### src/rtl/ip_axis_pkg.sv
// Shared types and constants for the AXI4-Stream loopback frame buffer.
package ip_axis_pkg;

  localparam int DEF_DATA_W = 32;
  localparam int DEF_DEPTH  = 32;

  localparam logic [1:0] CMD_RX = 2'd1;
  localparam logic [1:0] CMD_TX = 2'd2;

  typedef enum logic [2:0] {
    ST_DEFAULT = 3'd0,
    ST_IN      = 3'd1,
    ST_W1      = 3'd2,
    ST_W2      = 3'd3,
    ST_IDLE    = 3'd4,
    ST_OUT     = 3'd5,
    ST_W3      = 3'd6,
    ST_W4      = 3'd7
  } state_t;

endpackage

### src/rtl/ip_frame_ram.sv
// Frame storage: one synchronous write port, one asynchronous read port, no reset.
module ip_frame_ram #(
  parameter int DATA_W = 32,
  parameter int DEPTH  = 32,
  parameter int AW     = $clog2(DEPTH)
) (
  input  logic              clk,
  input  logic              we,
  input  logic [AW-1:0]     waddr,
  input  logic [DATA_W-1:0] wdata,
  input  logic [AW-1:0]     raddr,
  output logic [DATA_W-1:0] rdata
);

  logic [DATA_W-1:0] mem_r [DEPTH];

  // Write port
  always_ff @(posedge clk) begin
    if (we) begin
      mem_r[waddr] <= wdata;
    end
  end

  assign rdata = mem_r[raddr];

endmodule

### src/rtl/ip_axis_buffer.sv
// AXI4-Stream loopback buffer: captures a DEPTH-word frame and replays it with tlast.
// Optional macro IP_REVERSE_EN replays the frame in reverse word order.
module ip_axis_buffer
  import ip_axis_pkg::*;
#(
  parameter int DATA_W = DEF_DATA_W,
  parameter int DEPTH  = DEF_DEPTH,
  parameter int CNT_W  = $clog2(DEPTH)
) (
  input  logic              clk,
  input  logic              rst,
  output logic [DATA_W-1:0] m_data,
  output logic              m_valid,
  output logic              m_tlast,
  input  logic              m_ready,
  input  logic [DATA_W-1:0] s_data,
  input  logic              s_valid,
  output logic              s_ready,
  input  logic              en,
  input  logic              DMA_VALID,
  input  logic [1:0]        command
);

  // DEPTH is a power of two, so the last index is all ones.
  localparam logic [CNT_W-1:0] CNT_ONE  = {{(CNT_W-1){1'b0}}, 1'b1};
  localparam logic [CNT_W-1:0] CNT_LAST = {CNT_W{1'b1}};

  state_t            state_r, state_nx_s;
  logic [CNT_W-1:0]  wr_cnt_r, wr_cnt_nx_s;
  logic [CNT_W-1:0]  rd_cnt_r, rd_cnt_nx_s;
  logic [CNT_W-1:0]  rd_addr_s;
  logic              we_s;
  logic [DATA_W-1:0] rd_data_s;

`ifdef IP_REVERSE_EN
  assign rd_addr_s = CNT_LAST - rd_cnt_r;
`else
  assign rd_addr_s = rd_cnt_r;
`endif

  ip_frame_ram #(
    .DATA_W (DATA_W),
    .DEPTH  (DEPTH),
    .AW     (CNT_W)
  ) u_ram (
    .clk   (clk),
    .we    (we_s),
    .waddr (wr_cnt_r),
    .wdata (s_data),
    .raddr (rd_addr_s),
    .rdata (rd_data_s)
  );

  // State and counter registers
  always_ff @(posedge clk) begin
    if (!rst) begin
      state_r  <= ST_DEFAULT;
      wr_cnt_r <= '0;
      rd_cnt_r <= '0;
    end else begin
      state_r  <= state_nx_s;
      wr_cnt_r <= wr_cnt_nx_s;
      rd_cnt_r <= rd_cnt_nx_s;
    end
  end

  // Next-state, counter and write-enable logic; en=0 aborts from any active state
  always_comb begin
    state_nx_s  = state_r;
    wr_cnt_nx_s = wr_cnt_r;
    rd_cnt_nx_s = rd_cnt_r;
    we_s        = 1'b0;
    if (!en && (state_r != ST_DEFAULT)) begin
      state_nx_s  = ST_DEFAULT;
      wr_cnt_nx_s = '0;
      rd_cnt_nx_s = '0;
    end else begin
      case (state_r)
        ST_DEFAULT: begin
          if (en && DMA_VALID) state_nx_s = ST_IN;
          else                 state_nx_s = ST_DEFAULT;
        end
        ST_IN: begin
          if (s_valid) begin
            we_s = 1'b1;
            if (wr_cnt_r == CNT_LAST) begin
              wr_cnt_nx_s = '0;
              state_nx_s  = ST_W1;
            end else begin
              wr_cnt_nx_s = wr_cnt_r + CNT_ONE;
            end
          end else begin
            we_s = 1'b0;
          end
        end
        ST_W1: begin
          if (!DMA_VALID) state_nx_s = ST_W2;
          else            state_nx_s = ST_W1;
        end
        ST_W2: begin
          if (DMA_VALID) state_nx_s = ST_IDLE;
          else           state_nx_s = ST_W2;
        end
        ST_IDLE: begin
          if (!en && !DMA_VALID) begin
            state_nx_s = ST_DEFAULT;
          end else if (command == CMD_TX) begin
            state_nx_s  = ST_OUT;
            rd_cnt_nx_s = '0;
          end else if (command == CMD_RX) begin
            state_nx_s  = ST_IN;
            wr_cnt_nx_s = '0;
          end else begin
            state_nx_s = ST_IDLE;
          end
        end
        ST_OUT: begin
          if (m_ready) begin
            if (rd_cnt_r == CNT_LAST) begin
              rd_cnt_nx_s = '0;
              state_nx_s  = ST_W3;
            end else begin
              rd_cnt_nx_s = rd_cnt_r + CNT_ONE;
            end
          end else begin
            rd_cnt_nx_s = rd_cnt_r;
          end
        end
        ST_W3: begin
          if (!DMA_VALID) state_nx_s = ST_W4;
          else            state_nx_s = ST_W3;
        end
        ST_W4: begin
          if (DMA_VALID) state_nx_s = ST_IDLE;
          else           state_nx_s = ST_W4;
        end
        default: begin
          state_nx_s  = ST_DEFAULT;
          wr_cnt_nx_s = '0;
          rd_cnt_nx_s = '0;
        end
      endcase
    end
  end

  // Stream outputs decoded from the registered state; m_data is forced to zero outside OUT
  always_comb begin
    s_ready = 1'b0;
    m_valid = 1'b0;
    m_tlast = 1'b0;
    m_data  = '0;
    if (state_r == ST_IN) begin
      s_ready = 1'b1;
    end else if (state_r == ST_OUT) begin
      m_valid = 1'b1;
      m_tlast = (rd_cnt_r == CNT_LAST);
      m_data  = rd_data_s;
    end else begin
      s_ready = 1'b0;
    end
  end

endmodule

### config.mk
export PLATFORM = sky130hd
export DESIGN_NAME = ip_axis_buffer
export DESIGN_NICKNAME = d
export VERILOG_FILES = /design/src/rtl/ip_axis_pkg.sv /design/src/rtl/ip_frame_ram.sv /design/src/rtl/ip_axis_buffer.sv
export SDC_FILE = /design/constraint.sdc
export NUM_CORES = 1
export LEC_CHECK = 0
export BUFFER_PORTS_ARGS = -buffer_cell sky130_fd_sc_hd__buf_2
export CELL_PAD_IN_SITES_DETAIL_PLACEMENT = 1
export CELL_PAD_IN_SITES_GLOBAL_PLACEMENT = 2
export CORE_MARGIN = 2
export CORE_UTILIZATION = 54
export DETAILED_ROUTE_END_ITERATION = 7
export PLACE_DENSITY = 0.85
export RECOVER_POWER = 50
export SLEW_MARGIN = 0
export SYNTH_ARGS = -nofsm -noshare
export SYNTH_HDL_FRONTEND = slang
export SYNTH_SLANG_ARGS = --single-unit
export TNS_END_PERCENT = 5
### constraint.sdc
create_clock -name clk -period 5.17 [get_ports clk]
set_input_delay 0.7755 -clock clk [delete_from_list [all_inputs] [get_ports clk]]
set_output_delay 0.7755 -clock clk [all_outputs]
set_load 0.01 [all_outputs]
# After elaboration in Yosys (flattened, before gate mapping)
# Memories as Yosys holds them, arrays and structs flattened. A register that Yosys moved wholly into a read port is not among the register bits.
# Cells that the tools add are included.
classes:
  addsub: 2
  eq_ne: 19
  mux: 38
  bitwise: 1
  reduce_logical: 13
ops:
  columns: ["op", "count"]
  rows:
  - ["32-bit 2-to-1 mux", 2]
  - ["5-bit 2-to-1 mux", 11]
  - ["3-bit 2-to-1 mux", 8]
  - ["3-bit case mux with 8 select lines", 1]
  - ["5-bit case mux with 2 select lines", 2]
  - ["2-bit != test, second input constant", 8]
  - ["1-bit 2-to-1 mux", 13]
  - ["3-bit equality test, second input constant", 4]
  - ["5-bit by 1-bit adder with 5-bit output, second input constant", 2]
  - ["5-bit equality test, second input constant", 2]
  - ["4-bit AND reduction", 2]
  - ["3-bit by 2-bit equality test with 1-bit output, second input constant", 2]
  - ["5-bit AND reduction", 1]
  - ["2-bit nonzero test", 2]
  - ["3-bit by 1-bit equality test with 1-bit output, second input constant", 1]
  - ["1-bit logical AND", 3]
  - ["3-bit logical NOT", 1]
  - ["3-bit nonzero test", 1]
  - ["2-bit by 1-bit equality test with 1-bit output, second input constant", 1]
  - ["2-bit equality test, second input constant", 1]
  - ["1-bit logical NOT", 2]
  - ["2-bit 2-to-1 mux", 1]
  - ["2-bit OR reduction", 1]
  - ["1-bit inverter", 1]
totals:
  regBits: 13
  mem_bits_rw: 1024
  in_bits: 40
  output_inout_bits: 35
  wordCells: 77
  memories: 1
memory_table:
  columns: ["name", "depth", "word_bits", "rd", "rd_ports_with_merged_regs", "write_ports", "line", "rtl"]
  rows:
  - ["u_ram.mem_r", 32, 32, 1, 1, 1, "ip_frame_ram.sv:15", "logic [DATA_W-1:0] mem_r [DEPTH];"]

# Depth between registers and ports, before layout
# Gate-level depths: netlist of the first run.
logic_depth:
  word_depth: 6
  ltp_mapped: 8
  depth_no_buf: 7

# By module
# From an unflattened synthesis of the first run, not the netlist that was laid out.
hier_totals:
  hier_cells: 2364
  area_unflattened_um2: 40884.2
by_module_without_submodules:
  columns: ["module", "instances", "cells_each", "area_per_inst_um2", "seq_area_each_um2"]
  rows:
  - ["ip_frame_ram", 1, 2228, 39849.5, 30749.5]
  - ["ip_axis_buffer", 1, 136, 1034.7, 260.2]

# Worst setup path after synthesis of the first run
# No wires, ideal clock.
synth_timing:
  path_kind: "reg-to-reg"
  start: "reg state_r[0]"
  end: "mem u_ram.mem_r[31][0] (enable)"
  setup_ns: 0.421
  t_arrival_ns: 2.688
  t_required_ns: 4.749
  path_slack_ns: 2.061
  path_stages_with_launch: 6
  path_buffers: 1
  synth_period_minus_slack_ns: 3.109
  path_cell_list: "dfxtp_1 clkbuf_1 nor3b_1 and3_1 nand2_1 nor2_1"
synth_via:
  elab_chain_cells: 5
  word_cells_on_any_way: 7
  classes_between: "1 x eq/ne; 4 x mux; 2 x reduce/logical"
synth_rtl:
  columns: ["element", "line", "rtl"]
  rows:
  - ["from (decl)", "ip_axis_buffer.sv:28", "state_t state_r, state_nx_s;"]
  - ["from (signal assigned)", "ip_axis_buffer.sv:61", "state_r <= state_nx_s;"]
  - ["3-bit by 1-bit equality test with 1-bit output / 3-bit nonzero test (equally long branches)", "ip_axis_buffer.sv:78, ip_axis_buffer.sv:73", null]
  - ["1-bit 2-to-1 mux / 1-bit logical AND (equally long branches)", "ip_axis_buffer.sv:78, ip_axis_buffer.sv:73", null]
  - ["1-bit 2-to-1 mux (*)", "ip_axis_buffer.sv:73", "if (!en && (state_r != ST_DEFAULT)) begin"]
  - ["1-bit 2-to-1 mux (*)", "ip_frame_ram.sv:19", "if (we) begin"]
  - ["1-bit 2-to-1 mux (implied by the code) (*)", "ip_frame_ram.sv:20", "mem_r[waddr] <= wdata;"]
  - ["to (decl)", "ip_frame_ram.sv:15", null]
# Mark *: on every way between the ends. The rest lies on a longest branch, timed or not.

==> summary.txt, run 1 <==
Final Util: 60.7%
Setup Buffers After CTS: 0
Synthesized flop and latch total: 1042
Fmax: 220 MHz
Synth top area cells: edfxtp_1 (77%), mux4_2 (12%), mux2i_1 (3.2%)
Nature of the critical path startpoint: register
Worst skew pair latency: 660 ps
DR pass1 iterations: 5
Syn_nets: 1871
Syn Area/Cell: 22.1 um^2
Crit path DAT: 3770 ps
Placer Congestion: 0.774
Rows: 100
Power Density: 366 mW/mm^2
HPWL Detailed: 59.6 mm
Largest family of logic cells by synthesized area: multiplexers
Hold crit path type: in -> reg
Starting Density: 54.3%
Unique masters post-synth: 42
Critical path buffers and inverters: 4
Synth Area in XOR/XNOR: 0%
Area of the mapped netlist: 0.0402 mm^2
CP Capture Type: output port
Vias per Instance: 6.83
End of the critical path: m_data[31]
Synth top area share: 76.5%
WS Path Type: reg -> out
Post-route insts no fill: 3006
Max-cap viol count: 10
Fillers: 6128
Adder-cell area share of the yosys netlist: 0.311%
Clock transition at path regs: 60 ps
Synth top cells by count: edfxtp_1 (1024), mux4_2 (221), mux2i_1 (128)
Resized Gates After CTS: 0
Post-synthesis async set-or-reset flop share: 0%
CTS sink count: 1042
Simple-gate share of the synthesized area: 1.32%
Die area: 0.0766 mm^2
Lkg Pwr: 13.6 nW
Max_slew headroom: -15.2%
Setup slack after placement: 1370 ps
Dpl cells: 2822
Actual slew at the worst max-slew pin: 1730 ps
Post-route setup slack: 620 ps
Post-CTS Hold Fix Bufs: 0
FF-to-FF path depth: 5
DR DRC count: 0
Area of the core: 0.0741 mm^2
FF-to-FF setup slack: 1360 ps
First-pass GRT wire length: 155 mm
CTS tree: yes
# setup viols final: 0
Final WL: 108 mm
Outcome: finished, violations left
Mux contribution to synthesized area: 15.8%
Io pins: 75
P&R area growth vs syn: 11.8%
GRT Overall Usage: 28.4%
Initial antenna violation count: 7
Vias post-DR: 20546
Worst vdd ir: 232 uV
Final Cycle Share: 88.0%
H-tree depth: 3
RSZ-0062 raised after global routing: no
Antenna-violating nets left: 0
Wire length per cell: 35.9 um
Grt total ovfl: 0
Vias in the first global route: 21503
Setup TNS: 0 ps
Final Slew Violations: 295
R2r endpoint: u_ram.mem_r[6][24]
Crit Path Max Fanout: 41
CP required: 4390 ps
Yosys warnings: 0
Hold Vio Cnt, Final: 0
Pwr Total: 16.4 mW
Cell count along the critical path: 7
EDFF count, synth: 1024
Die X: 277 um
Fin Clk Skew: 23.6 ps
Shortest period the worst path allows: 4550 ps
Maximum buffer depth of the clock tree: 3
Slowest cell on crit path: buf_4
Chip Height: 277 um
Nets@finish: 2004
Top_reg_cell synth: edfxtp_1
Failing checks: capacitance limit, slew limit
Root Buffer Master: clkbuf_16
DR iter-0 viols: 2685
Count leader, synth: edfxtp_1
Post-synthesis cell count: 1821
Largest net degree at the start of global routing: 100
Cts bufs inserted: 99
Synth Area in Compound Gates: 3.42%
Most used cell along the critical path: buf_4
Reg2reg start: state_r[0]
Largest area contributor in the netlist: edfxtp_1
Crit-path cells: clkinv_2 -> buf_4 -> buf_4 -> mux2i_1 -> a221o_1 -> a31oi_1 -> buf_2
Cell family with most CP delay: buffers and inverters
Share of layout cells above drive strength 1: 24.9%
Sequential area share after synthesis: 77.4%
Slowest cell delay on critical path: 760 ps
Port Buffer Count: 74
-- cells by family after synthesis --
kind of cell             Yosys count
flip-flops                      1042
multiplexers                     352
AO/OA/AOI/OAI                    187
buffers and inverters            116
AND/OR/NAND/NOR                  114
adder cells (fa/ha/maj)           10
-- through the flow --
stage                     area [um^2]  hold slack [ps]
after floorplan                 40200              467
after global placement          41900              487
after detailed placement        41900              506
after CTS                       45000              437
after global routing            44900              492
final                           44900              463
-- tightest hold or removal path, delay by kind of cell --
family / cells / cell delay, ps
buffers and inverters: 1 / 120
AOI/OAI and AO/OA: 1 / 80
and+or+nand+nor: 1 / 70
-- placed cells by master, fill, tap and decap left out, types with 6 or more instances in the layout --
master,count
ha_1,10
mux2i_1,128
clkbuf_16,102
nor2_1,14
a221o_1,32
dfxtp_1,13
a22oi_1,32
clkinv_2,26
buf_2,41
mux4_2,221
o2111ai_1,10
bufinv_16,6
a31oi_1,33
clkinv_1,26
nor2_4,32
a21oi_1,13
nand3b_1,9
nand2_1,31
edfxtp_1,1024
o21ai_1,11
o21ai_0,23
buf_4,58
clkbuf_1,51
a221oi_1,23
inv_1,9
-- state kept, by name (all words and copies together), names as in the netlist, named ones only --
name,count
wr_cnt_r,5
u_ram.mem_r,1024
rd_addr_s,5
state_r,3
-- where the power goes --
part	internal (mW)	leakage [nW]	switching [mW]
clock network	3.90	1.51	3.09
logic	0.0182	2.79	0.151
registers	9.28	9.35	0.00464
-- final cells by class --
class | instances | area [um^2] | share of cell area (%)
Sequential cell | 1042 | 31100 | 69.2
Multi-Input combinational cell | 663 | 8620 | 19.2
Clock buffer | 119 | 2620 | 5.82
Tap cell | 969 | 1210 | 2.70
Timing Repair Buffer | 138 | 868 | 1.93
Clock inverter | 64 | 463 | 1.03
Inverter | 10 | 38.8 | 0.0863
Antenna cell | 1 | 2.50 | 0.00557
-- routing by layer --
layer  GRT usage [%]  routed length (um)  share of wire [%]
met1            40.4               41600                 39
met2            45.4               52500                 49
met3            4.95               10400                9.6
met4            9.66                3360                3.1
met5               0                  22              0.020
-- worst min path at each step --
stage	startpoint	slack, ps	endpoint	cells past startpoint
floorplan	rd_addr_s[3]	470	register	2
global placement	rd_addr_s[4]	490	register	2
detailed placement	rd_addr_s[1]	510	register	2
CTS	m_ready	440	register	3
global route	DMA_VALID	490	state_r[0]	3
finish	m_ready	460	register	3
(Power assumes the default switching activity.)
==> inputs of run 2 (changes only) <==
--- a/config.mk
+++ b/config.mk
@@ -5,13 +5,14 @@
 export SDC_FILE = /design/constraint.sdc
 export NUM_CORES = 1
 export LEC_CHECK = 0
+export ABC_AREA = 1
 export BUFFER_PORTS_ARGS = -buffer_cell sky130_fd_sc_hd__buf_2
 export CELL_PAD_IN_SITES_DETAIL_PLACEMENT = 1
 export CELL_PAD_IN_SITES_GLOBAL_PLACEMENT = 2
 export CORE_MARGIN = 2
-export CORE_UTILIZATION = 54
+export CORE_UTILIZATION = 47
 export DETAILED_ROUTE_END_ITERATION = 7
-export PLACE_DENSITY = 0.85
+export PLACE_DENSITY = 0.86
 export RECOVER_POWER = 50
 export SLEW_MARGIN = 0
 export SYNTH_ARGS = -nofsm -noshare
==> run 2 against run 1 <==
The flow still finishes with violations (capacitance limit, slew limit). Non-clock buffer count is 17 higher. Final area rose by 6.3%. Clock power up 12%. First-iteration DRC count is 16% higher. Clock-buffer cell count up 15. Area after synthesis rose by 6.4%. Sequential cell count stayed put. Via count up 43%. Sequential share of layout area down 4.1 points. Utilization fell by 7.7 points. Die area up 22%. Power rose by 7.4%. Largest cell class unchanged. Largest power group unchanged.
==> summary.txt, run 2 <==
Setup Buffers After CTS: 0
Slowest cell on crit path: dfxtp_4
Io pins: 75
Vias in the first global route: 29835
Die area: 0.0934 mm^2
Synth top cells by count: nand2_1 (1283), edfxtp_1 (1024), nand3_1 (708)
Syn Area/Cell: 11.6 um^2
Actual slew at the worst max-slew pin: 1680 ps
Most used cells in the layout excluding fill and tap cells: nand2_1 (1284), edfxtp_1 (1024), nand3_1 (709)
Net Switching: 3.69 mW
Starting Density: 47.4%
Fin Clk Skew: 17.1 ps
Final instance area: 0.0478 mm^2
Sequential area share after synthesis: 72.8%
GRT met1 Usage: 39.0%
Vias per Instance: 5.89
Max_slew headroom: -12.2%
Max-cap viol count: 6
Resized Gates After CTS: 0
Register area: 0.0311 mm^2
Port Buffer Count: 74
WS Path Type: reg -> out
Lkg Pwr: 17.1 nW
CP Capture Type: output port
Synth top area cells: edfxtp_1 (72%), nand2_1 (11%), nand3_1 (8.3%)
Root Buffer Master: clkbuf_16
Largest area contributor in the netlist: edfxtp_1
Rows: 110
CP required: 4390 ps
Final Util: 53.0%
Crit Path Max Fanout: 66
Largest register by flop count: u_ram.mem_r
Synth top area share: 71.9%
# setup viols final: 0
Post-synthesis async set-or-reset flop share: 0%
First-pass GRT wire length: 197 mm
Antenna-violating nets left: 0
Post-route insts no fill: 4990
Count leader, synth: nand2_1
Initial antenna violation count: 13
DR iter-0 viols: 3121
Final WL: 136 mm
Crit-path cells: buf_4 -> nand2_1 -> nand3_1 -> nand3_1 -> nand2_1 -> nand2_1 -> nand3_1 -> nand2_1 -> nor2_1 -> buf_2
Clock power share: 44.5%
DR DRC count: 0
Hold crit path type: in -> reg
DR pass1 iterations: 5
Dpl cells: 4779
Sw frac: 20.9%
Share of layout cells above drive strength 1: 8.61%
Wire length per cell: 27.2 um
H-tree depth: 3
FF-to-FF setup slack: 1140 ps
Area of the mapped netlist: 0.0428 mm^2
Post-synthesis cell count: 3672
HPWL Detailed: 71.3 mm
Hold Vio Cnt, Final: 0
Unique masters post-synth: 27
FF-to-FF path depth: 7
Multi-input gate area: 0.0103 mm^2
Outcome: finished, violations left
CTS sink count: 1042
Area of the core: 0.0901 mm^2
Largest net degree at the start of global routing: 168
CTS tree: yes
R2r endpoint: u_ram.mem_r[4][6]
Shortest period the worst path allows: 4470 ps
Grt total ovfl: 0
Failing checks: capacitance limit, slew limit
Cts bufs inserted: 109
Placed Area: 0.0443 mm^2
Gate power share: 2.4%
Setup TNS: 0 ps
Int Power: 14.0 mW
Chip Height: 306 um
Nature of the critical path startpoint: register
Worst skew pair latency: 670 ps
Syn_nets: 3722
Fmax: 224 MHz
Flop pwr share: 53.1%
P&R area growth vs syn: 11.8%
Placer Congestion: 0.761
Yosys warnings: 0
Nets@finish: 3764
Die X: 306 um
Maximum buffer depth of the clock tree: 3
GRT Overall Usage: 28.9%
Commonest non-fill, non-tap cell in the layout: nand2_1
Most used routing layer: met2
Reg2reg start: state_r[0]
Met2 usage: 47.7%
Slowest cell delay on critical path: 730 ps
EDFF count, synth: 1024
Worst vdd ir: 301 uV
Top_reg_cell synth: edfxtp_1
Clock transition at path regs: 60 ps
Most used cell along the critical path: nand2_1
Power Density: 369 mW/mm^2
Vias post-DR: 29377
Final Slew Violations: 121
Post-CTS Hold Fix Bufs: 0
Met3 Track Usage GR: 4.94%
Pwr Total: 17.6 mW
Synthesized flop and latch total: 1042
Final Cycle Share: 86.5%
End of the critical path: m_data[20]
Crit path DAT: 3700 ps
Fillers: 9318
Max reg flops: 1024
RSZ-0062 raised after global routing: no
-- run 2: cell count changes in the layout (fill, tap and decap cells not counted), sizes merged, moves of 15 or more --
cell and delta:
nand2 +1253, nand3 +706, mux4 -224, nor2 +203
mux2i -128, o21ai +53, a221o -32, a22oi -32
a31oi -32, inv +25, a221oi -23, buf +17
clkbuf +15
-- run 2: worst min path at each step --
stage                 start         end  slack, ps  cells past startpoint
3_3_place_gp   rd_addr_s[4]    register        490                      2
4_1_cts           DMA_VALID  state_r[2]        420                      3
3_5_place_dp   rd_addr_s[4]    register        510                      2
5_1_grt           DMA_VALID  state_r[2]        460                      3
2_1_floorplan  rd_addr_s[4]    register        460                      2
6_report          DMA_VALID  state_r[2]        450                      3
-- run 2: final cells by class --
| cell class | instances | area share, % |
|---|---|---|
| diodes | 5 | 0.0262 |
| well taps | 1176 | 3.08 |
| inverters | 31 | 0.306 |
| repair buffers | 155 | 2.50 |
| flip-flops and latches | 1042 | 65.1 |
| multi-input cells | 2375 | 21.6 |
| clock buffers | 134 | 6.08 |
| clock inverters | 72 | 1.33 |
-- run 2: layer usage --
layer | routed length [um] | part of all wire [%]
met1 | 56300 | 41
met2 | 64600 | 48
met4 | 4970 | 3.7
met5 | 74 | 0.055
met3 | 9770 | 7.2
-- run 2: per-stage QoR --
stage	hold slack, ps	setup slack, ps
2_1_floorplan	464	2200
3_3_place_gp	491	1600
3_5_place_dp	509	1580
4_1_cts	420	784
5_1_grt	462	557
6_report	453	698
-- run 2: power by group through the flow --
stage	logic (mW)	registers, mW	clock network [mW]
final	0.429	9.37	7.85
after global routing	0.476	9.37	8.21
after CTS	0.441	9.36	7.92
after detailed placement	0.438	9.54	0
after global placement	0.425	9.54	0
after floorplan	0.192	9.54	0
-- run 2: worst max-delay path: cells and delay by family (launching register included) --
kind | cells | cell delay, ps
flops | 1 | 730
simple gates | 8 | 1310
buf+inv | 2 | 950
-- run 2: cells by family after synthesis --
kind of cell | synth area share (%)
flip-flops | 72.8
adder cells (fa/ha/maj) | 0.293
AND/OR/NAND/NOR | 22.0
buffers and inverters | 3.66
AO/OA/AOI/OAI | 1.28
XOR/XNOR | 0.0410
==> inputs of run 3 (changes only) <==
--- a/config.mk
+++ b/config.mk
@@ -17,5 +17,6 @@
 export SLEW_MARGIN = 0
 export SYNTH_ARGS = -nofsm -noshare
 export SYNTH_HDL_FRONTEND = slang
+export SYNTH_HIERARCHICAL = 1
 export SYNTH_SLANG_ARGS = --single-unit
 export TNS_END_PERCENT = 5
==> run 3 against run 2 <==
The run still ends with capacitance limit, slew limit left. Utilization decreased by 0.16 points. Final area did not move. Global-route usage shrank 1.1 points. Clock-buffer cell count decreased by 6. Clock skew is 11 ps higher. Sequential cell count decreased by 5. Area after synthesis up 0.61%. Critical path depth is 3 higher. Critical endpoint is now m_data[2].
==> summary.txt, run 3 <==
Outcome: finished, violations left
Failing checks: capacitance limit, slew limit
Largest area contributor in the netlist: edfxtp_1
First-pass GRT wire length: 194 mm
Placer Congestion: 0.791
Hold Vio Cnt, Final: 0
Synth top area cells: edfxtp_1 (71%), nand2_1 (13%), nand3_1 (9.3%)
Setup Buffers After CTS: 0
Nets@finish: 3812
Final Slew Violations: 230
P&R area growth vs syn: 11.1%
Vias in the first global route: 30231
Final WL: 130 mm
Maximum buffer depth of the clock tree: 3
Max reg flops: 1024
CP required: 4390 ps
Grt total ovfl: 0
Share of layout cells above drive strength 1: 8.21%
Shortest period the worst path allows: 4350 ps
Nature of the critical path startpoint: register
Port Buffer Count: 74
Unique masters post-synth: 30
Die X: 307 um
Vias post-DR: 29177
Max-cap viol count: 10
Worst vdd ir: 259 uV
EDFF count, synth: 1024
Crit path DAT: 3570 ps
R2r endpoint: u_ram/mem_r[17][16]
Post-CTS Hold Fix Bufs: 0
Syn Area/Cell: 11.5 um^2
Post-synthesis async set-or-reset flop share: 0%
Io pins: 75
Actual slew at the worst max-slew pin: 1560 ps
CP Capture Type: output port
Power Density: 375 mW/mm^2
Area of the mapped netlist: 0.0430 mm^2
# setup viols final: 0
Rows: 110
DR iter-0 viols: 2629
Synth top area share: 71.5%
Fmax: 230 MHz
Worst skew pair latency: 680 ps
CTS tree: yes
Antenna-violating nets left: 0
Setup crit start: rd_addr_s[0]
FF-to-FF setup slack: 1510 ps
Yosys warnings: 6
Max_slew headroom: -4.04%
Sequential area share after synthesis: 72.1%
Die area: 0.0940 mm^2
Reg2reg start: state_r[0]
WS Path Type: reg -> out
Post-route insts no fill: 5029
Chip Height: 307 um
FF-to-FF path depth: 7
CTS sink count: 1037
End of the critical path: m_data[2]
Fin Clk Skew: 28.3 ps
Final Cycle Share: 84.1%
Dpl cells: 4831
Root Buffer Master: clkbuf_16
Top_reg_cell synth: edfxtp_1
DR pass1 iterations: 5
GRT Overall Usage: 27.8%
H-tree depth: 3
HPWL Detailed: 70.0 mm
Initial antenna violation count: 3
Commonest non-fill, non-tap cell in the layout: nand2_1
Worst Hold Depth: 3
Synthesized flop and latch total: 1037
Largest register by flop count: u_ram/mem_r
Syn_nets: 3777
Vias per Instance: 5.80
Synth top cells by count: nand2_1 (1477), edfxtp_1 (1024), nand3_1 (800)
Setup TNS: 0 ps
Cts bufs inserted: 108
Most used cells in the layout excluding fill and tap cells: nand2_1 (1479), edfxtp_1 (1024), nand3_1 (800)
DR DRC count: 0
Clock transition at path regs: 60 ps
Post-synthesis cell count: 3730
Crit Path Max Fanout: 172
Area of the core: 0.0904 mm^2
Count leader, synth: nand2_1
Wire length per cell: 25.8 um
RSZ-0062 raised after global routing: no
Starting Density: 47.6%
Largest net degree at the start of global routing: 173
Hold crit path type: in -> reg
Resized Gates After CTS: 0
Lkg Pwr: 17.4 nW
[run 3: worst max-delay path, stage by stage (launching register included)]
cell and delay (ps):
dfxtp_4 510, inv_16 430, buf_12 400, nand2_1 100
nand3_1 90, nand3_1 170, nand2_1 140, nand2_1 60
nand2_1 90, nand2_1 90, nand2_1 180, inv_1 60
nor2_1 90, buf_2 160
[run 3: per-stage QoR]
stage	hold slack (ps)	total power, mW	setup slack [ps]	area (um^2)	utilization, %
2_1_floorplan	457	9.97	2070	43000	-
5_1_grt	415	18.4	657	47800	52.9
4_1_cts	383	18.0	865	47900	52.9
6_report	408	17.9	824	47800	52.9
3_5_place_dp	584	10.4	1500	44400	49.1
3_3_place_gp	566	10.4	1600	44400	49.1
[run 3: final cells by class]
type,count,area [um^2]
multi-input cells,2401,10400
diodes,2,5.00
clock inverters,68,626
well taps,1176,1470
flip-flops and latches,1037,31000
clock buffers,128,2820
fillers,9447,42600
inverters,68,285
repair buffers,149,1180
[run 3: power breakdown]
group          internal (mW)  total, mW  switching, mW
clock                   4.42       7.70           3.28
sequential              9.36       9.42         0.0640
combinational          0.181      0.790          0.609
total                   14.0       17.9           3.95
[run 3: layer usage]
| metal | vias up | track usage (%) | wire [um] |
|---|---|---|---|
| li1 | 12987 | - | - |
| met1 | 14943 | 38.2 | 54900 |
| met2 | 1031 | 45.6 | 62000 |
| met3 | 216 | 4.04 | 8620 |
| met4 | 0 | 9.86 | 4430 |
| met5 | - | 0 | 0 |
[run 3: logic make-up (layout without fill, tap and decap cells)]
logic type / count (synthesis) / in the layout / share of synthesized area (%)
compound gates: 16 / 16 / 0.233
simple gates: 2378 / 2378 / 23.2
fa+ha+maj: 7 / 7 / 0.204
buf+inv: 292 / 413 / 4.29
other cells: 0 / 2 / 0
flops: 1037 / 1037 / 72.1
[run 3: worst min path at each step]
stage	from	to	slack, ps
after floorplan	rd_addr_s[4]	rd_addr_s[4]	460
after detailed placement	wr_cnt_r[3]	wr_cnt_r[3]	580
after global placement	wr_cnt_r[3]	wr_cnt_r[3]	570
final	m_ready	rd_addr_s[4]	410
after CTS	m_ready	rd_addr_s[4]	380
after global routing	m_ready	rd_addr_s[4]	420
